==> src/rtl/uart_byte_rx.sv <==
// rtl/uart_byte_rx.sv - 8N1 UART receiver with 16x oversampling and majority vote
//
// Turns the asynchronous serial line into one byte plus a one-cycle strobe per
// frame, LSB first. Each bit is split into 16 baud ticks. The synchronised line is
// sampled on ticks 6..12 and a 7-sample majority vote decides the bit value.
//
// Ports
//   clk        system clock, all logic on the rising edge
//   reset      asynchronous, active-high reset
//   baud_set   0:9600 1:19200 2:38400 3:57600 4..7:115200, latched at start detection
//   uart_rx    asynchronous serial input, idle high
//   rx_data    last correctly framed byte, held until the next good frame
//   rx_done    one-cycle pulse, rx_data valid in the same cycle
//   frame_err  one-cycle pulse, stop bit voted low
//   rx_busy    high from start detection until the FSM returns to IDLE
`timescale 1ns/1ps

module uart_byte_rx #(
  parameter int CLK_FREQ = 50_000_000
) (
  input  logic       clk,
  input  logic       reset,
  input  logic [2:0] baud_set,
  input  logic       uart_rx,
  output logic [7:0] rx_data,
  output logic       rx_done,
  output logic       frame_err,
  output logic       rx_busy
);

  localparam int DIV_9600   = CLK_FREQ / (9600 * 16);
  localparam int DIV_19200  = CLK_FREQ / (19200 * 16);
  localparam int DIV_38400  = CLK_FREQ / (38400 * 16);
  localparam int DIV_57600  = CLK_FREQ / (57600 * 16);
  localparam int DIV_115200 = CLK_FREQ / (115200 * 16);
  // The slowest rate has the largest divisor, so it sets the counter width.
  localparam int DW = $clog2(DIV_9600 + 1);

  typedef enum logic [1:0] {IDLE, START, DATA, STOP} state_t;

  state_t        state_q, state_d;
  logic          rx_s1, rx_s2, rx_prev;
  logic          falling;
  logic          start_det;
  logic [2:0]    baud_q;
  logic [DW-1:0] div_cnt, div_lim;
  logic          tick;
  logic [3:0]    tick_cnt;
  logic [2:0]    sum_q, sum_next;
  logic          in_window, decide, end_bit, vote;
  logic [2:0]    bit_idx;
  logic [7:0]    shreg;
  logic          shift_en, done_d, err_d;

  // Two flops of synchronisation plus one delay stage for edge detection. All
  // reset to 0, so a line that is already low at reset release never looks like
  // a falling edge.
  always_ff @(posedge clk or posedge reset) begin
    if (reset) begin
      rx_s1   <= 1'b0;
      rx_s2   <= 1'b0;
      rx_prev <= 1'b0;
    end else begin
      rx_s1   <= uart_rx;
      rx_s2   <= rx_s1;
      rx_prev <= rx_s2;
    end
  end

  assign falling   = rx_prev & ~rx_s2;
  assign start_det = (state_q == IDLE) && falling;

  always_comb begin
    div_lim = DW'(DIV_115200 - 1);
    case (baud_q)
      3'd0:    div_lim = DW'(DIV_9600 - 1);
      3'd1:    div_lim = DW'(DIV_19200 - 1);
      3'd2:    div_lim = DW'(DIV_38400 - 1);
      3'd3:    div_lim = DW'(DIV_57600 - 1);
      default: div_lim = DW'(DIV_115200 - 1);
    endcase
  end

  assign tick      = (div_cnt == div_lim);
  assign in_window = tick && (tick_cnt >= 4'd6) && (tick_cnt <= 4'd12);
  assign decide    = tick && (tick_cnt == 4'd12);
  assign end_bit   = tick && (tick_cnt == 4'd15);
  // At tick 12 the seventh sample is still on the line, so the vote uses the
  // running sum including the current sample.
  assign sum_next  = sum_q + {2'b00, rx_s2};
  assign vote      = (sum_next >= 3'd4);

  always_ff @(posedge clk or posedge reset) begin
    if (reset) state_q <= IDLE;
    else       state_q <= state_d;
  end

  always_comb begin
    state_d  = state_q;
    shift_en = 1'b0;
    done_d   = 1'b0;
    err_d    = 1'b0;
    case (state_q)
      IDLE: begin
        if (falling) state_d = START;
      end
      START: begin
        if (decide && vote) state_d = IDLE;   // start bit voted high: false start
        else if (end_bit)   state_d = DATA;
      end
      DATA: begin
        if (decide) shift_en = 1'b1;
        if (end_bit && (bit_idx == 3'd7)) state_d = STOP;
      end
      STOP: begin
        // Leave at tick 12 rather than 15 so a back-to-back start edge is seen.
        if (decide) begin
          state_d = IDLE;
          if (vote) done_d = 1'b1;
          else      err_d  = 1'b1;
        end
      end
      default: state_d = IDLE;
    endcase
  end

  always_ff @(posedge clk or posedge reset) begin
    if (reset) begin
      baud_q    <= 3'd0;
      div_cnt   <= '0;
      tick_cnt  <= 4'd0;
      sum_q     <= 3'd0;
      bit_idx   <= 3'd0;
      shreg     <= 8'h00;
      rx_data   <= 8'h00;
      rx_done   <= 1'b0;
      frame_err <= 1'b0;
      rx_busy   <= 1'b0;
    end else begin
      rx_done   <= done_d;
      frame_err <= err_d;
      rx_busy   <= (state_d != IDLE);
      if (done_d) rx_data <= shreg;

      if (start_det) begin
        // Restart the divider on the edge so tick phases line up with the frame.
        baud_q   <= baud_set;
        div_cnt  <= '0;
        tick_cnt <= 4'd0;
        sum_q    <= 3'd0;
        bit_idx  <= 3'd0;
      end else begin
        if (tick) begin
          div_cnt  <= '0;
          tick_cnt <= tick_cnt + 4'd1;
          if (end_bit)        sum_q <= 3'd0;
          else if (in_window) sum_q <= sum_next;
        end else begin
          div_cnt <= div_cnt + DW'(1);
        end
        if (shift_en) shreg <= {vote, shreg[7:1]};
        if ((state_q == DATA) && end_bit) bit_idx <= bit_idx + 3'd1;
      end
    end
  end

endmodule

==> config.mk <==
export PLATFORM = sky130hd
export DESIGN_NAME = uart_byte_rx
export DESIGN_NICKNAME = d
export VERILOG_FILES = /design/src/rtl/uart_byte_rx.sv
export SDC_FILE = /design/constraint.sdc
export NUM_CORES = 1
export LEC_CHECK = 0
export CAP_MARGIN = 5
export CORE_ASPECT_RATIO = 2
export CORE_MARGIN = 2
export CORE_UTILIZATION = 50
export DETAILED_ROUTE_END_ITERATION = 8
export HOLD_SLACK_MARGIN = 0.1
export PLACE_DENSITY = 0.7
export SETUP_SLACK_MARGIN = 0.4
export SLEW_MARGIN = 10
export SYNTH_ARGS = -nofsm -noshare
export SYNTH_HDL_FRONTEND = slang
export SYNTH_SLANG_ARGS = --single-unit
==> constraint.sdc <==
create_clock -name clk -period 6.1 [get_ports clk]
set_clock_uncertainty 0.15 [all_clocks]
set_input_delay 1.525 -clock clk [delete_from_list [all_inputs] [get_ports clk]]
set_output_delay 1.525 -clock clk [all_outputs]
set_load 0.03 [all_outputs]
; ---- Word level (Yosys, flattened, before mapping)
; Cells that the tools add are included.
[classes]
add_sub_neg = 4
eq_ne = 10
n_lt_le_gt_ge = 3
n_mux = 25
bitwise = 3
reduce_logical = 16
[ops]
columns = cell, n
row1 = $pmux 9 s4, 1
row2 = $mux 3, 6
row3 = $mux 9, 2
row4 = $mux 2, 5
row5 = $add 9x1->9 const B, 1
row6 = $eq 9x9->1, 1
row7 = $eq 4x4->1 const B, 2
row8 = $logic_and 1x1->1, 8
row9 = $mux 1, 8
row10 = $mux 4, 2
row11 = $pmux 2 s4, 1
row12 = $eq 3x2->1 const B, 2
row13 = $reduce_bool 2->1, 3
row14 = $add 4x1->4 const B, 1
row15 = $eq 2x2->1 const B, 2
row16 = $ge 4x3->1 const B, 1
row17 = $le 4x4->1 const B, 1
row18 = $reduce_and 2->1, 2
row19 = $add 3x1->3, 1
row20 = $add 3x1->3 const B, 1
row21 = $eq 3x1->1 const B, 1
row22 = $eq 3x3->1 const B, 1
row23 = $ge 3x3->1 const B, 1
row24 = $logic_not 3->1, 1
row25 = 5 further kinds, 6
[word_totals]
output_inout_bits = 11
register_bits = 46
wordCells = 75
inputBits = 6

; ---- Longest topological paths before layout
[logic_depth]
word_depth = 9
ltp_mapped = 7
ltp_nobuf = 7

; ---- Worst setup path before layout
; No wires, ideal clock.
[synth_timing]
path_type = register -> register
start = reg baud_q[2]
end = reg rx_data[0]
required_ns = 5.825
setup_ns = 0.125
path_slack_ns = 3.650
n_path_buf = 1
stages_incl_launch_ff = 7
synth_period_minus_slack_ns = 2.450
arrival_ns = 2.175
path_cell_list = dfrtp_1 -> buf_6 -> or3b_1 -> a221oi_2 -> nor2_2 -> nor4b_4 -> mux2_2
[synth_via]
elab_chain_len = 6
word_cells_on_any_way = 9
classes_between = eq/ne (4) / mux (3) / reduce/logical (2)
[synth_rtl]
columns = item, line_no
row1 = from (decl), 45  ; logic [2:0] baud_q;
row2 = from (signal assigned), 147  ; baud_q <= baud_set;
row3 = $eq 3x2->1 (tied with other cells), 75  ; case (baud_q)
row4 = $pmux 9 s4 (*), 75
row5 = $eq 9x9->1 (*), 84  ; assign tick = (div_cnt == div_lim);
row6 = $logic_and 1x1->1 (*), 86  ; assign decide = tick && (tick_cnt == 4'd12);
row7 = $mux 1 (*), 117  ; if (decide) begin
row8 = $mux 1 (*), 103  ; case (state_q)
row9 = via done_d, 53  ; logic shift_en, done_d, err_d;
row10 = to (signal assigned), 143  ; if (done_d) rx_data <= shreg;
row11 = to (decl), 25  ; output logic [7:0] rx_data,
; Mark *: on every way through the listed nets, which the timed path passes. The rest lies on a longest branch.
; A chain may end at the register's enable or synchronous reset.

; ---- Worst setup path in the final report
[layout_timing]
start = reg rx_data[2]
end = out rx_data[2]
; No word-level cell between the ends.

==> results.md <==
* RSZ-0062 raised after global routing: false
* Synth Flop Type: dfrtp_1
* Antenna diodes at 0
* Layout cells sized above 1 at 0.151
* FF+latch count, synth at 46
* GP Congestion at 0.735
* Total track usage at 0.199
* Post-Syn Area at 0.00229 mm^2
* Mean Syn Cell Area at 10.9 um^2
* Final WS setup at 3.11 ns
* Hold Path Cell Cnt at 0
* Core area at 0.00438 mm^2
* First-pass DRT Iterations at 4
* Minimum clock period at 2.99 ns
* Die width at 51.9 um
* Ys Warns at 0
* Remaining antenna violation count at 0
* Die Height at 99.7 um
* Clock root buffer: clkbuf_8
* Vias in the first global route at 1714
* Inst Count DP at 272
* Clock Latency Late Sink at 0.30 ns
* Number of buffers and inverters on the critical path at 1
* Reg clk slew, reported paths at 0.08 ns
* PostCTS Resize Cnt at 0
* Largest net degree at the start of global routing at 47
* Number of vias in the routed layout at 1632
* Required time of the worst setup path at 4.43 ns
* Worst slew margin at 0.204
* Antenna violations before repair at 0
* CP peak stage delay at 0.67 ns
* Setup violations, final at 0
* Post-synthesis cell count at 211
* Part of the cycle the worst path needs at 0.490
* Family with the most delay on the worst path: buffers and inverters
* Reg2Reg Depth at 5
* Post-synthesis async set-or-reset flop share at 1.00
* Post-synth EDFFs at 0
* CP Capture Type: primary output
* CTS H-tree lvls at 2
* Mapped Nets at 224
* # fillers at 391
* Yosys cell types at 51
* Std-Cell Rows at 34
* Stages on the worst setup path at 1
* Total wire length at 4.38 mm
* Status: finished, final reports clean
* Final std cells w/o fill at 279
* Total of max-cap violations at 0
* CP max-delay cell: clkdlybuf4s50_1
* GRT overflow at 0
* Max Slew Vio Count at 0
* Post-DP HPWL at 3.23 mm
* Worst Tran Pin Value at 1.19 ns
* Routed length per instance at 15.7 um
* Final Hold Viols at 0
* Pwr/cell area at 281 mW/mm^2
* Setup repair bufs after CTS at 0
* Crit path cell chain: clkdlybuf4s50_1
* Drt initial violations at 21
* # hold bufs at CTS at 0
* Total negative slack at 0 ns
* Starting Density at 0.523
* Worst hold path class: flop to flop
* Post-Place Worst Slack at 3.25 ns
* Die footprint at 0.00517 mm^2
* Crit path arrival time at 1.32 ns
* Final Net Count at 238
* Port bufs at 16
* Num CTS Buffers at 5
* Global-route wire length before repair at 7.76 mm
* Clock Sinks at 46
* Leak at 1.13 nW
* Peak VDD IR at 169 uV
* Fmax achieved at 334 MHz
* Io pins at 17
* Worst Path Max Fanout at 2
* CTS tree: yes
* P&R area growth vs syn at 12.0%
* Crit path launch type: flop
* Via-to-Cell Ratio at 5.85
* Largest buffer count on any clock path at 2
* DRC at 0
* Critical path type: flop to primary output
* Sequential share of the synthesized area at 0.502
* Worst hold margin at 0.206 ns
worst reg2reg max path: stages (launching register included):
cell and delay, ns:
dfrtp_1 0.48, or3b_1 0.42, a221oi_2 0.37, nor2_2 0.22, nor4b_4 0.64, mux2_2 0.41
power by group:
part	internal [mW]	switching, mW
clock network	0.0768	0.0920
logic	0.0629	0.0924
registers	0.336	0.0608
total	0.476	0.245
cell usage after synthesis, types with 5 or more instances:
master     n  area [um^2]
clkbuf_1   7         26.3
nor3_1     5         25.0
nand3_1   11         55.1
nor2_1    11         41.3
mux2_2    16          180
o21ai_0   11         55.1
nand2b_1   5         31.3
a21oi_1    7         35.0
dfrtp_1   46         1150
nand2_1   20         75.1
xor2_1     7         61.3
ha_1       7         87.6
kinds of logic after synthesis:
logic type / synth area share
compound gates: 0.132
mux: 0.0830
flops: 0.502
simple gates: 0.179
fa+ha+maj: 0.0382
buf+inv: 0.0268
xor+xnor: 0.0382
cells in the final DEF (no fill, tap or decap), drive strengths merged, types with 2 or more instances in the layout:
master,count
nor4,2
nand4b,2
nor3,6
nand2,20
o311ai,2
o22ai,2
xor2,7
o21ai,13
ha,7
dfrtp,46
clkinv,2
or4,2
o22a,2
and3,2
nand2b,5
a21oi,7
o31ai,4
clkdlybuf4s50,16
xnor2,3
and2,2
clkbuf,5
nor4b,2
nor2,12
nand3,11
inv,4
or3,2
nand4,2
o211ai,2
mux2,16
routing by layer:
| metal | global-route usage | vias to the layer above | routed length, um |
|---|---|---|---|
| met2 | 0.361 | 28 | 2470 |
| met4 | 0.107 | 0 | 161 |
| met5 | 0 | - | 0 |
| met1 | 0.212 | 800 | 1640 |
| met3 | 0.0270 | 14 | 105 |
| li1 | - | 790 | - |
stage by stage:
| step | area, um^2 | util | total power, mW |
|---|---|---|---|
| finish | 2560 | 0.585 | 0.721 |
| global route | 2560 | 0.585 | 0.769 |
| CTS | 2560 | 0.585 | 0.730 |
| detailed placement | 2490 | 0.567 | 0.559 |
| global placement | 2490 | 0.567 | 0.556 |
| floorplan | 2290 | - | 0.519 |
sequential cells by signal, summed over array words and instances (netlist names), 2 cells and up:
name      flops
baud_q        3
state_q       2
bit_idx       3
sum_q         3
tick_cnt      4
div_cnt       9
shreg         8
rx_data       8
worst paths after layout:
kind                                         from                      end  slack (ns)
max in group asynchronous                   reset  tick_cnt[0]$_DFFE_PP0P_        3.65
min                               rx_s1$_DFF_PP0_          rx_s2$_DFF_PP0_        0.21
min in group asynchronous                   reset    baud_q[0]$_DFFE_PP0P_        1.58
max                        rx_data[2]$_DFFE_PP0P_               rx_data[2]        3.11
min reg2reg                       rx_s1$_DFF_PP0_          rx_s2$_DFF_PP0_        0.21
max reg2reg                 baud_q[2]$_DFFE_PP0P_   rx_data[6]$_DFFE_PP0P_        3.28
layout make-up:
class	instances	area (um^2)	area share
Multi-Input combinational cell	151	1080	0.423
Tap cell	54	67.6	0.0263
Inverter	4	15.0	0.00585
Clock inverter	2	10.0	0.00390
Clock buffer	5	68.8	0.0268
Timing Repair Buffer	17	168	0.0654
Sequential cell	46	1150	0.449
Power figures use the tool's default switching activity.
